--- src/rtl/btn_code_lock_ctrl.sv ---
// Two-button serial code lock: A enters 1, B enters 0; unlock window on match, timed lockout after MAX_FAIL misses.
// Optional code programming from OPEN (dual press) is compiled in when CODE_PROG_EN is defined.
module btn_code_lock_ctrl #(
  parameter int                  CODE_LEN      = 4,
  parameter logic [CODE_LEN-1:0] DEFAULT_CODE  = 4'b1011,
  parameter int                  MAX_FAIL      = 3,
  parameter int                  OPEN_CYCLES   = 1000,
  parameter int                  LOCK_CYCLES   = 5000,
  parameter int                  ENTRY_TIMEOUT = 2000
) (
  input  logic                clk,
  input  logic                rst_n,
  input  logic                A,
  input  logic                B,
  output logic [CODE_LEN-1:0] num,
  output logic [3:0]          digit_cnt,
  output logic                unlocked,
  output logic                locked_out,
  output logic                fail_pulse,
  output logic [2:0]          fail_cnt,
  output logic                prog_active
);

  localparam int TMR_MAX_OL = (OPEN_CYCLES > LOCK_CYCLES) ? OPEN_CYCLES : LOCK_CYCLES;
  localparam int TMR_MAX    = (TMR_MAX_OL > ENTRY_TIMEOUT) ? TMR_MAX_OL : ENTRY_TIMEOUT;
  localparam int TMR_W      = $clog2(TMR_MAX + 1);

  localparam logic [TMR_W-1:0]    OPEN_LD  = TMR_W'(OPEN_CYCLES - 1);
  localparam logic [TMR_W-1:0]    LOCK_LD  = TMR_W'(LOCK_CYCLES - 1);
  localparam logic [TMR_W-1:0]    TO_LD    = TMR_W'(ENTRY_TIMEOUT - 1);
  localparam logic [TMR_W-1:0]    TMR_ZERO = TMR_W'(0);
  localparam logic [TMR_W-1:0]    TMR_ONE  = TMR_W'(1);
  localparam logic [3:0]          LEN4     = 4'(CODE_LEN);
  localparam logic [2:0]          MAX3     = 3'(MAX_FAIL);
  localparam logic [CODE_LEN-1:0] NUM_ZERO = {CODE_LEN{1'b0}};

  typedef enum logic [2:0] {
    S_IDLE    = 3'd0,
    S_ENTRY   = 3'd1,
    S_CHECK   = 3'd2,
    S_OPEN    = 3'd3,
`ifdef CODE_PROG_EN
    S_PROG    = 3'd5,
`endif
    S_LOCKOUT = 3'd4
  } state_t;

  state_t              state_r, state_nxt_s;
  logic [TMR_W-1:0]    tmr_r, tmr_nxt_s;
  logic                a_meta_r, a_sync_r, a_prev_r;
  logic                b_meta_r, b_sync_r, b_prev_r;
  logic [CODE_LEN-1:0] num_nxt_s, shifted_s, code_s;
  logic [3:0]          digit_nxt_s, digit_inc_s;
  logic [2:0]          fail_cnt_nxt_s, fail_inc_s;
  logic                fail_pulse_nxt_s;
  logic                press_a_s, press_b_s, dual_s, single_s;
`ifdef CODE_PROG_EN
  logic [CODE_LEN-1:0] code_r, code_nxt_s;
  assign code_s = code_r;
`else
  assign code_s = DEFAULT_CODE;
`endif

  // Edges come from the synchronized level, so a button held across a state change never re-fires.
  assign press_a_s   = a_sync_r & ~a_prev_r;
  assign press_b_s   = b_sync_r & ~b_prev_r;
  assign dual_s      = press_a_s & press_b_s;
  assign single_s    = (press_a_s | press_b_s) & ~dual_s;
  assign shifted_s   = {num[CODE_LEN-2:0], press_a_s};
  assign digit_inc_s = (digit_cnt == LEN4) ? digit_cnt : digit_cnt + 4'd1;
  assign fail_inc_s  = (fail_cnt == 3'd7) ? fail_cnt : fail_cnt + 3'd1;

  assign unlocked   = (state_r == S_OPEN);
  assign locked_out = (state_r == S_LOCKOUT);
`ifdef CODE_PROG_EN
  assign prog_active = (state_r == S_PROG);
`else
  assign prog_active = 1'b0;
`endif

  // Next-state and datapath decode; the shared timer is reloaded whenever a timed state is entered.
  always_comb begin
    state_nxt_s      = state_r;
    tmr_nxt_s        = tmr_r;
    num_nxt_s        = num;
    digit_nxt_s      = digit_cnt;
    fail_cnt_nxt_s   = fail_cnt;
    fail_pulse_nxt_s = 1'b0;
`ifdef CODE_PROG_EN
    code_nxt_s       = code_r;
`endif
    case (state_r)
      S_IDLE: begin
        num_nxt_s   = NUM_ZERO;
        digit_nxt_s = 4'd0;
        if (single_s) begin
          num_nxt_s   = {NUM_ZERO[CODE_LEN-2:0], press_a_s};
          digit_nxt_s = 4'd1;
          tmr_nxt_s   = TO_LD;
          state_nxt_s = S_ENTRY;
        end else begin
          state_nxt_s = S_IDLE;
        end
      end
      S_ENTRY: begin
        if (single_s) begin
          num_nxt_s   = shifted_s;
          digit_nxt_s = digit_inc_s;
          tmr_nxt_s   = TO_LD;
          if (digit_inc_s == LEN4) begin
            state_nxt_s = S_CHECK;
          end else begin
            state_nxt_s = S_ENTRY;
          end
        end else if (tmr_r == TMR_ZERO) begin
          state_nxt_s = S_IDLE;
          num_nxt_s   = NUM_ZERO;
          digit_nxt_s = 4'd0;
        end else begin
          tmr_nxt_s = tmr_r - TMR_ONE;
        end
      end
      S_CHECK: begin
        if (num == code_s) begin
          state_nxt_s    = S_OPEN;
          fail_cnt_nxt_s = 3'd0;
          tmr_nxt_s      = OPEN_LD;
        end else begin
          fail_pulse_nxt_s = 1'b1;
          fail_cnt_nxt_s   = fail_inc_s;
          num_nxt_s        = NUM_ZERO;
          digit_nxt_s      = 4'd0;
          if (fail_inc_s == MAX3) begin
            state_nxt_s = S_LOCKOUT;
            tmr_nxt_s   = LOCK_LD;
          end else begin
            state_nxt_s = S_IDLE;
          end
        end
      end
      S_OPEN: begin
`ifdef CODE_PROG_EN
        if (dual_s) begin
          state_nxt_s = S_PROG;
          num_nxt_s   = NUM_ZERO;
          digit_nxt_s = 4'd0;
          tmr_nxt_s   = TO_LD;
        end else
`endif
        if (tmr_r == TMR_ZERO) begin
          state_nxt_s = S_IDLE;
          num_nxt_s   = NUM_ZERO;
          digit_nxt_s = 4'd0;
        end else begin
          tmr_nxt_s = tmr_r - TMR_ONE;
        end
      end
      S_LOCKOUT: begin
        if (tmr_r == TMR_ZERO) begin
          state_nxt_s    = S_IDLE;
          fail_cnt_nxt_s = 3'd0;
          num_nxt_s      = NUM_ZERO;
          digit_nxt_s    = 4'd0;
        end else begin
          tmr_nxt_s = tmr_r - TMR_ONE;
        end
      end
`ifdef CODE_PROG_EN
      S_PROG: begin
        if (single_s) begin
          num_nxt_s   = shifted_s;
          digit_nxt_s = digit_inc_s;
          tmr_nxt_s   = TO_LD;
          if (digit_inc_s == LEN4) begin
            code_nxt_s  = shifted_s;
            state_nxt_s = S_IDLE;
            num_nxt_s   = NUM_ZERO;
            digit_nxt_s = 4'd0;
          end else begin
            state_nxt_s = S_PROG;
          end
        end else if (tmr_r == TMR_ZERO) begin
          state_nxt_s = S_IDLE;
          num_nxt_s   = NUM_ZERO;
          digit_nxt_s = 4'd0;
        end else begin
          tmr_nxt_s = tmr_r - TMR_ONE;
        end
      end
`endif
      default: begin
        state_nxt_s = S_IDLE;
        num_nxt_s   = NUM_ZERO;
        digit_nxt_s = 4'd0;
        tmr_nxt_s   = TMR_ZERO;
      end
    endcase
  end

  // Input synchronizers, edge-detect history and all state/output registers.
  always_ff @(posedge clk or negedge rst_n) begin
    if (!rst_n) begin
      a_meta_r   <= 1'b0;
      a_sync_r   <= 1'b0;
      a_prev_r   <= 1'b0;
      b_meta_r   <= 1'b0;
      b_sync_r   <= 1'b0;
      b_prev_r   <= 1'b0;
      state_r    <= S_IDLE;
      tmr_r      <= TMR_ZERO;
      num        <= NUM_ZERO;
      digit_cnt  <= 4'd0;
      fail_cnt   <= 3'd0;
      fail_pulse <= 1'b0;
`ifdef CODE_PROG_EN
      code_r     <= DEFAULT_CODE;
`endif
    end else begin
      a_meta_r   <= A;
      a_sync_r   <= a_meta_r;
      a_prev_r   <= a_sync_r;
      b_meta_r   <= B;
      b_sync_r   <= b_meta_r;
      b_prev_r   <= b_sync_r;
      state_r    <= state_nxt_s;
      tmr_r      <= tmr_nxt_s;
      num        <= num_nxt_s;
      digit_cnt  <= digit_nxt_s;
      fail_cnt   <= fail_cnt_nxt_s;
      fail_pulse <= fail_pulse_nxt_s;
`ifdef CODE_PROG_EN
      code_r     <= code_nxt_s;
`endif
    end
  end

endmodule

--- config.mk ---
export PLATFORM = sky130hd
export DESIGN_NAME = btn_code_lock_ctrl
export DESIGN_NICKNAME = d
export VERILOG_FILES = /design/src/rtl/btn_code_lock_ctrl.sv
export SDC_FILE = /design/constraint.sdc
export NUM_CORES = 1
export LEC_CHECK = 0
export ABC_CLOCK_PERIOD_IN_PS = 2000
export BUFFER_PORTS_ARGS = -buffer_cell sky130_fd_sc_hd__buf_2
export CAP_MARGIN = 5
export CORE_MARGIN = 5
export CORE_UTILIZATION = 25
export CTS_BUF_LIST = sky130_fd_sc_hd__clkbuf_16
export CTS_CLUSTER_SIZE = 16
export DETAILED_ROUTE_END_ITERATION = 8
export SETUP_SLACK_MARGIN = 0.02
export SYNTH_ARGS = -nofsm -noshare
export SYNTH_HDL_FRONTEND = slang
export SYNTH_SLANG_ARGS = --single-unit
--- constraint.sdc ---
create_clock -name clk -period 2 [get_ports clk]
set_input_delay 0.2 -clock clk [delete_from_list [all_inputs] [get_ports clk]]
set_output_delay 0.2 -clock clk [all_outputs]
set_load 0.02 [all_outputs]
==> results of run 1 <==
metal layers:
metal / wire [um] / track usage, %
met5: 0 / 0
met4: 51 / 2.21
met3: 298 / 2.66
met2: 2480 / 17.0
met1: 2450 / 14.9
timing repair:
action,CTS,global route
cloned,0,1
hold buffers,0,0
pin swaps,0,4
gates resized for setup,4,3
setup endpoints to repair,6,6
path summary, 6_finish.rpt:
path	cells after the start	start	to	slack [ns]
min reg2reg	0	b_meta_r	b_sync_r	0.35
max reg2reg	5	fail_cnt[1]	tmr_r[4]	0.06
max in group asynchronous	1	rst_n	tmr_r[7]	1.52
min in group clk	1	B	b_meta_r	0.02
min	1	rst_n	a_meta_r	-0.004
max	5	fail_cnt[1]	tmr_r[4]	0.06
power groups by stage:
stage	combinational [W]	clock (W)	sequential [W]
after floorplan	0.00103	0	0.00118
after global placement	0.00167	0	0.00109
after detailed placement	0.00169	0	0.00110
after CTS	0.00173	0.00103	0.00109
after global routing	0.00196	0.00106	0.00113
final	0.00178	0.00101	0.00110
layout make-up:
| type | count | area (um^2) |
|---|---|---|
| Inverter | 10 | 50.0 |
| Fill cell | 809 | 5180 |
| Multi-Input combinational cell | 151 | 1090 |
| Clock inverter | 3 | 68.8 |
| Sequential cell | 34 | 851 |
| Clock buffer | 5 | 125 |
| Timing Repair Buffer | 41 | 278 |
| Tap cell | 102 | 128 |
cells in the final DEF, fill, tap and decap left out, types with 4 or more instances in the layout:
cell / count
buf_2: 17
a221o_1: 5
inv_1: 9
dfrtp_1: 34
nor2_1: 11
and2_1: 4
buf_4: 23
o21ai_0: 7
nand2b_1: 4
clkbuf_16: 5
ha_1: 5
nor3_1: 4
a31oi_1: 5
o22ai_1: 5
nand3_1: 7
o211ai_1: 4
nand2_1: 11
a21oi_1: 11
nor2b_1: 4
stage by stage:
step / setup TNS, ns / setup slack, ns / std cells / power (W) / hold slack (ns)
after global placement: 0 / 0.0235 / 337 / 0.00277 / 0.312
after global routing: 0 / 0.00822 / 346 / 0.00414 / 0.0171
final: 0 / 0.0576 / 346 / 0.00389 / -0.00442
after floorplan: 0 / 0.0226 / 205 / 0.00221 / -0.0956
after CTS: 0 / 0.0205 / 345 / 0.00385 / 0.0211
after detailed placement: -0.0736 / -0.0272 / 337 / 0.00280 / 0.310
registers in the layout, summed over array words and instances, names as in the netlist:
register / flops
b_meta_r: 1
state_r: 3
b_sync_r: 1
fail_cnt: 3
tmr_r: 13
num: 4
a_meta_r: 1
a_prev_r: 1
a_sync_r: 1
fail_pulse: 1
b_prev_r: 1
digit_cnt: 4
synth_stat cells (all sizes together), types with 2 or more instances:
cell | number | share of area (%)
dfrtp | 34 | 42
a21oi | 12 | 3.5
nor2 | 12 | 2.4
nand2 | 11 | 2.1
inv | 9 | 1.7
o21ai | 9 | 2.2
clkbuf | 7 | 1.3
nand3 | 7 | 1.7
a221o | 5 | 2.5
a31oi | 5 | 1.6
ha | 5 | 3.1
nor3 | 5 | 1.5
o22ai | 5 | 1.6
and2 | 4 | 1.2
buf | 4 | 1.7
nand2b | 4 | 1.2
nand4 | 4 | 2.0
nor2b | 4 | 1.2
o211ai | 4 | 1.5
a21o | 3 | 1.1
a22o | 3 | 1.3
and3 | 3 | 0.93
nand3b | 3 | 1.1
nor3b | 3 | 1.4
a211oi | 2 | 0.75
a311oi | 2 | 0.87
a31o | 2 | 0.87
a32o | 2 | 0.99
a32oi | 2 | 0.87
nor4 | 2 | 1.4
o221ai | 2 | 0.87
o31a | 2 | 0.87
or2 | 2 | 0.62
kinds of logic after synthesis:
family / count (synthesis)
buf+inv: 21
xor+xnor: 1
other cells: 1
flops: 34
compound gates: 68
mux: 2
simple gates: 73
fa+ha+maj: 5
worst max-delay path, cell delays in order (launching register included):
cell,delay [ns]
dfrtp_1,0.39
ha_1,0.29
or4b_4,0.51
a31o_4,0.29
o21bai_1,0.16
a32o_1,0.20
==> impl_metrics.py, run 1 <==
metrics = {
    "power_and_ir_drop": {
        "comb_power_share_pct": 45.8,
        "ir_drop_mv": 0.712,
        "swShare_pct": 38.3,
        "power.internal_w": 0.00240,
        "pwr-share-seq_pct": 28.2,
        "p_leak_nw": 1.11,
        "pwr_density_cell_nw_per_um2": 1500,
        "pwr-share-clk_pct": 26.0,
        "p_switching_w": 0.00149,
    },
    "cts": {
        "cts_root_buf": "clkbuf_16",
        "cts_tree": "built",
        "clockBufferDepth": 2,
        "cts_max_level": 2,
        "cts_buffers": 5,
        "postCtsSetupRepairBufs": 0,
        "clkTransAtPathRegs_ns": 0.06,
        "cts.sinks": 34,
        "clk-insertion-delay-late_ns": 0.28,
    },
    "timing": {
        "fmax_mhz": 515,
        "rsz0062_at_grt": "true",
        "period_needed_ns": 1.94,
        "fin_crit_sh_pct": 97.1,
        "hold_ws_ns": -0.00442,
        "worst_slew_pin_slew_ns": 0.767,
        "worst_clock_skew_ns": 0.00349,
        "setup_viol": 0,
        "relSlewSlack_pct": 48.9,
        "final-hold-violation-count": 15,
        "slew_violations": 0,
    },
    "floorplanning": {
        "initial_core_util_pct": 25.9,
        "die_x_um": 99.7,
        "ioPinCount": 19,
        "rows": 32,
        "core_area_um2": 7770,
        "dieArea_um2": 9950,
        "die_y_um": 99.7,
    },
    "route": {
        "antenna_left": 0,
        "vias_per_cell": 5.24,
        "drc_errors": 0,
        "vias": 1814,
        "wl_um": 5290,
        "drtPass1Iterations": 4,
        "drt_iter0_markers": 125,
        "routedWlPerCell_um": 15.3,
    },
    "synth": {
        "syn_nets": 214,
        "synth-edff-count": 0,
        "synth-main-ff-cell": "dfrtp_1",
        "synthCells": 205,
        "synth_mux_area_share_pct": 1.06,
        "ys_seq_elements": 34,
        "synth-compound-area-share_pct": 24.7,
        "yosysSeqAreaShare_pct": 42.3,
        "synth_top_family_by_area": "compound AO/OA/AOI/OAI gates",
        "syn-cell-area_um2": 2010,
        "synthArstFlopShare_pct": 100,
        "synth.distinct_cells": 65,
        "synthSimpleGateAreaFrac_pct": 22.7,
        "syn_avg_cell_area_um2": 9.82,
        "ys_warn_count": 0,
        "synth_xor_area_share_pct": 0.435,
        "synthAdderAreaFrac_pct": 3.11,
    },
    "global_routing": {
        "antenna_found_initial": 0,
        "grt_pass1_vias": 1742,
        "groute.usage.overall_pct": 10.8,
        "overflow": 0,
        "grt_max_degree": 35,
        "grt_pass1_wl_um": 8710,
    },
    "cells_and_area": {
        "antenna_cells": 0,
        "nets": 252,
        "syn_to_final_growth_pct": 28.7,
        "design_area_um2": 2590,
        "drive_above_1_share_pct": 26.6,
        "finalCoreUtilization_pct": 33.4,
    },
    "placed_design": {
        "dp_hpwl_um": 3740,
        "postPlaceCellArea_um2": 2360,
        "io_buffers": 17,
        "routabilityCongestion": 0.853,
    },
    "run_status": {
        "failed_checks": "negative hold slack",
        "status": "finished with violations",
    },
    "critical_path": {
        "critPathRequiredTime_ns": 2.17,
        "criticalPathCategory": "reg2reg",
        "crit_path_max_fanout": 7,
        "cp-start-kind": "register",
        "critPathArrivalTime_ns": 2.11,
        "endpoint_kind": "register",
    },
    "hold_path": {
        "min_path_type": "in2async",
    },
    "job": {
        "drv_cap": 0,
    },
}
(Power assumes the default switching activity.)
==> inputs of run 2 (changes only) <==
- CORE_MARGIN: 5 -> 2
==> impl_metrics.py, run 2 (synthesis results as in run 1) <==
metrics = {
    "cells_and_area": {
        "nets": 257,
        "syn_to_final_growth_pct": 30.2,
        "fin_cells": 351,
        "drive_above_1_share_pct": 30.1,
        "top_regs": "tmr_r x13, digit_cnt x4, num x4",
        "mostFrequentLayoutCells": "dfrtp_1 (34), buf_4 (28), buf_2 (17)",
        "layout_commonest_cell": "dfrtp_1",
        "largest_reg_flops": 13,
        "antenna_cells": 0,
        "regMostFlops": "tmr_r",
        "multi_input_area_um2": 1100,
        "n_fill_cell": 812,
        "area.sequential_um2": 851,
    },
    "critical_path": {
        "crit_path_max_fanout": 6,
        "critPathArrivalTime_ns": 2.10,
        "critPathRequiredTime_ns": 2.16,
        "criticalPathCategory": "reg2reg",
        "endpoint_kind": "register",
        "cp-start-kind": "register",
    },
    "timing": {
        "fin_crit_sh_pct": 96.8,
        "relSlewSlack_pct": 49.6,
        "worst_clock_skew_ns": 0.00377,
        "final-hold-violation-count": 28,
        "fmax_mhz": 516,
        "slew_violations": 0,
        "hold_ws_ns": -0.0116,
        "setup_viol": 0,
        "setup_tns_ns": 0,
        "worst_slew_pin_slew_ns": 0.756,
        "period_needed_ns": 1.94,
    },
    "cts": {
        "holdBufCountCts": 0,
        "clockBufferDepth": 2,
        "cts.sinks": 34,
        "cts_tree": "built",
        "clk-insertion-delay-late_ns": 0.28,
        "cts_buffers": 5,
        "cts_max_level": 2,
        "clkTransAtPathRegs_ns": 0.06,
        "cts_root_buf": "clkbuf_16",
    },
    "route": {
        "drc_errors": 0,
        "drt_iter0_markers": 95,
        "antenna_left": 0,
        "drtPass1Iterations": 4,
        "wl_um": 5200,
        "routedWlPerCell_um": 14.8,
        "vias": 1804,
        "vias_per_cell": 5.14,
    },
    "global_routing": {
        "grt_pass1_vias": 1775,
        "overflow": 0,
        "antenna_found_initial": 0,
        "groute.usage.overall_pct": 12.4,
        "grt_max_degree": 35,
        "grt_pass1_wl_um": 8650,
    },
    "placed_design": {
        "io_buffers": 17,
        "routabilityCongestion": 0.817,
        "dp_cells": 338,
        "dp_hpwl_um": 3650,
    },
    "hold_path": {
        "min_path_type": "in2async",
    },
    "run_status": {
        "failed_checks": "negative hold slack",
        "status": "finished with violations",
    },
    "power_and_ir_drop": {
        "ir_drop_mv": 0.760,
        "pwr_density_cell_nw_per_um2": 1430,
        "p_leak_nw": 1.11,
    },
    "floorplanning": {
        "dieArea_um2": 8790,
        "core_area_um2": 7770,
        "ioPinCount": 19,
        "die_y_um": 93.7,
        "initial_core_util_pct": 25.9,
        "die_x_um": 93.7,
        "rows": 32,
    },
    "job": {
        "drv_cap": 0,
    },
}
[run 2: worst paths after layout]
path / startpoint / end / slack (ns) / depth (start not counted)
worst max-delay path: fail_cnt[1] / tmr_r[4] / 0.06 / 5
worst min-delay path: rst_n / num[0] / -0.01 / 1
worst max register to register: fail_cnt[1] / tmr_r[4] / 0.06 / 5
worst min register to register: a_meta_r / a_sync_r / 0.35 / 0
max in group asynchronous: rst_n / tmr_r[10] / 1.53 / 1
min in group clk: A / a_meta_r / 0.02 / 1
[run 2: layout make-up]
cell class / count / area share, %
Multi-Input combinational cell: 150 / 41.8
Sequential cell: 34 / 32.5
Timing Repair Buffer: 47 / 12.5
Tap cell: 102 / 4.87
Clock buffer: 5 / 4.77
Inverter: 10 / 1.91
Clock inverter: 3 / 1.72
[run 2: worst max-delay path, cell delays in order, from the launching register on]
cell and delay [ns]:
dfrtp_1 0.40, ha_1 0.30, or4b_4 0.48, a31o_4 0.27
o21bai_1 0.15, a32o_1 0.21
[run 2: power by group]
part | leakage (nW) | internal, W | switching, W
clock network | 0.0760 | 0.000587 | 0.000299
registers | 0.412 | 0.000896 | 0.000210
logic | 0.627 | 0.000805 | 0.000955
total | 1.11 | 0.00229 | 0.00146
[run 2: timing repair]
item                       CTS  global route
setup endpoints to repair    7            20
gates resized for setup      3             9
pin swaps                    1             3
setup buffers                2             3
[run 2: routing by layer]
layer	share of wire (%)	vias to the layer above	GRT usage [%]
met5	0	-	0
met4	1.4	0	3.62
met3	4.6	7	2.49
met2	48	35	19.6
met1	46	892	17.3
li1	-	870	-
[run 2: through the flow]
| stage | cell area [um^2] | utilization [%] | total power [W] | worst slack, ns |
|---|---|---|---|---|
| detailed placement | 2350 | 30.3 | 0.00277 | -0.0398 |
| CTS | 2560 | 33.0 | 0.00373 | 0.0207 |
| finish | 2620 | 33.7 | 0.00375 | 0.0637 |
| floorplan | 2010 | - | 0.00221 | 0.0226 |
| global placement | 2350 | 30.3 | 0.00275 | 0.0393 |
| global route | 2620 | 33.7 | 0.00403 | -0.00713 |
==> inputs of run 3 (changes only) <==
--- a/config.mk
+++ b/config.mk
@@ -8,10 +8,10 @@
 export ABC_CLOCK_PERIOD_IN_PS = 2000
 export BUFFER_PORTS_ARGS = -buffer_cell sky130_fd_sc_hd__buf_2
-export CAP_MARGIN = 5
 export CORE_MARGIN = 2
-export CORE_UTILIZATION = 25
+export CORE_UTILIZATION = 50
 export CTS_BUF_LIST = sky130_fd_sc_hd__clkbuf_16
 export CTS_CLUSTER_SIZE = 16
 export DETAILED_ROUTE_END_ITERATION = 8
+export PLACE_DENSITY = 0.72
 export SETUP_SLACK_MARGIN = 0.02
 export SYNTH_ARGS = -nofsm -noshare
==> constraint.sdc (replaced) <==
create_clock -name clk -period 2 [get_ports clk]
set_input_delay 0.2 -clock clk [delete_from_list [all_inputs] [get_ports clk]]
set_output_delay 0.2 -clock clk [all_outputs]
set_load 0.05 [all_outputs]
==> impl_metrics.py, run 3 (synthesis results as in run 1) <==
metrics = {
    "cells_and_area": {
        "mostFrequentLayoutCells": "dfrtp_1 (31), buf_4 (24), buf_2 (17)",
        "drive_above_1_share_pct": 28.0,
        "top_regs": "tmr_r x13, digit_cnt x4, num x4",
        "antenna_cells": 0,
        "design_area_um2": 2480,
        "layout_commonest_cell": "dfrtp_1",
        "n_fill_cell": 318,
        "largest_reg_flops": 13,
        "nets": 251,
        "regMostFlops": "tmr_r",
        "finalCoreUtilization_pct": 63.0,
        "syn_to_final_growth_pct": 23.4,
    },
    "floorplanning": {
        "dieArea_um2": 4550,
        "die_x_um": 67.5,
        "initial_core_util_pct": 51.1,
        "core_area_um2": 3940,
        "ioPinCount": 19,
        "rows": 23,
        "die_y_um": 67.5,
    },
    "power_and_ir_drop": {
        "pwr_density_cell_nw_per_um2": 1530,
        "ir_drop_mv": 0.915,
        "p_leak_nw": 1.08,
        "finalPower_w": 0.00381,
    },
    "timing": {
        "rsz0062_at_grt": "true",
        "relSlewSlack_pct": 49.7,
        "final-hold-violation-count": 8,
        "setup_viol": 0,
        "worst_slew_pin_slew_ns": 0.755,
        "worst_clock_skew_ns": 0.00479,
        "hold_ws_ns": -0.0108,
        "fmax_mhz": 509,
        "slew_violations": 0,
        "period_needed_ns": 1.96,
        "fin_crit_sh_pct": 98.2,
        "setup_tns_ns": 0,
        "setup_slack_ns": 0.0355,
    },
    "route": {
        "wl_um": 4960,
        "vias_per_cell": 6.06,
        "drtPass1Iterations": 5,
        "routedWlPerCell_um": 16.9,
        "vias": 1775,
        "antenna_left": 0,
        "drc_errors": 0,
        "drt_iter0_markers": 102,
    },
    "critical_path": {
        "crit_path_max_fanout": 13,
        "endpoint_kind": "register",
        "critPathRequiredTime_ns": 2.16,
        "cp-start-kind": "register",
        "critPathArrivalTime_ns": 2.13,
        "criticalPathCategory": "reg2reg",
    },
    "global_routing": {
        "antenna_found_initial": 0,
        "grt_pass1_wl_um": 8170,
        "grt_max_degree": 35,
        "overflow": 0,
        "grt_pass1_vias": 1665,
        "groute.usage.overall_pct": 24.4,
    },
    "cts": {
        "clockBufferDepth": 2,
        "clk-insertion-delay-late_ns": 0.28,
        "cts_buffers": 5,
        "cts.sinks": 34,
        "clkTransAtPathRegs_ns": 0.05,
        "cts_root_buf": "clkbuf_16",
        "cts_tree": "built",
        "postCtsSetupRepairBufs": 0,
        "cts_max_level": 2,
    },
    "hold_path": {
        "min_path_type": "in2async",
    },
    "placed_design": {
        "io_buffers": 17,
        "routabilityCongestion": 0.928,
        "post-place-ws_ns": -0.00194,
        "postPlaceCellArea_um2": 2310,
        "dp_hpwl_um": 3450,
    },
    "job": {
        "drv_cap": 0,
    },
    "run_status": {
        "status": "finished with violations",
        "failed_checks": "negative hold slack",
    },
}
## run 3: final timing paths
kind	depth (start not counted)	slack (ns)	from	end
worst max register to register	5	0.04	fail_cnt[0]	tmr_r[4]
worst min-delay path	1	-0.01	rst_n	tmr_r[1]
max in group asynchronous	1	1.47	rst_n	digit_cnt[0]
min in group clk	1	0.03	B	b_meta_r
worst min register to register	0	0.36	b_meta_r	b_sync_r
worst max-delay path	5	0.04	fail_cnt[0]	tmr_r[4]
## run 3: report_power, final
| group | internal (W) | switching [W] |
|---|---|---|
| Sequential | 0.000901 | 0.000212 |
| Clock | 0.000447 | 0.000270 |
| Combinational | 0.000805 | 0.00118 |
| Total | 0.00215 | 0.00166 |
## run 3: cell type report
cell class / count / area [um^2] / area share [%]
Multi-Input combinational cell: 150 / 1120 / 44.9
Sequential cell: 34 / 855 / 34.4
Timing Repair Buffer: 41 / 265 / 10.7
Clock buffer: 5 / 125 / 5.04
Tap cell: 50 / 62.6 / 2.52
Inverter: 10 / 50.0 / 2.01
Clock inverter: 3 / 11.3 / 0.453
## run 3: metal layers
| layer | track usage (%) | wire length, um | vias to the layer above |
|---|---|---|---|
| li1 | - | - | 857 |
| met1 | 32.0 | 2270 | 871 |
| met2 | 39.0 | 2420 | 40 |
| met3 | 5.83 | 218 | 7 |
| met4 | 9.18 | 53 | 0 |
| met5 | 0 | 0 | - |
## run 3: critical path, cell delays in order, from the launching register on
cell	delay (ns)
dfrtp_2	0.43
ha_4	0.27
or4b_4	0.47
a31o_4	0.29
o21bai_4	0.18
a32o_1	0.20
## run 3: through the flow
step | hold WS, ns | std cells
after floorplan | -0.0956 | 205
after global placement | 0.306 | 285
after detailed placement | 0.310 | 285
after CTS | 0.0217 | 293
after global routing | 0.0186 | 293
final | -0.0108 | 293
## run 3: timing repair
action | in CTS | in global routing
pin swaps | 0 | 3
hold buffers | 0 | 0
setup endpoints to repair | 6 | 10
resized for setup | 2 | 6
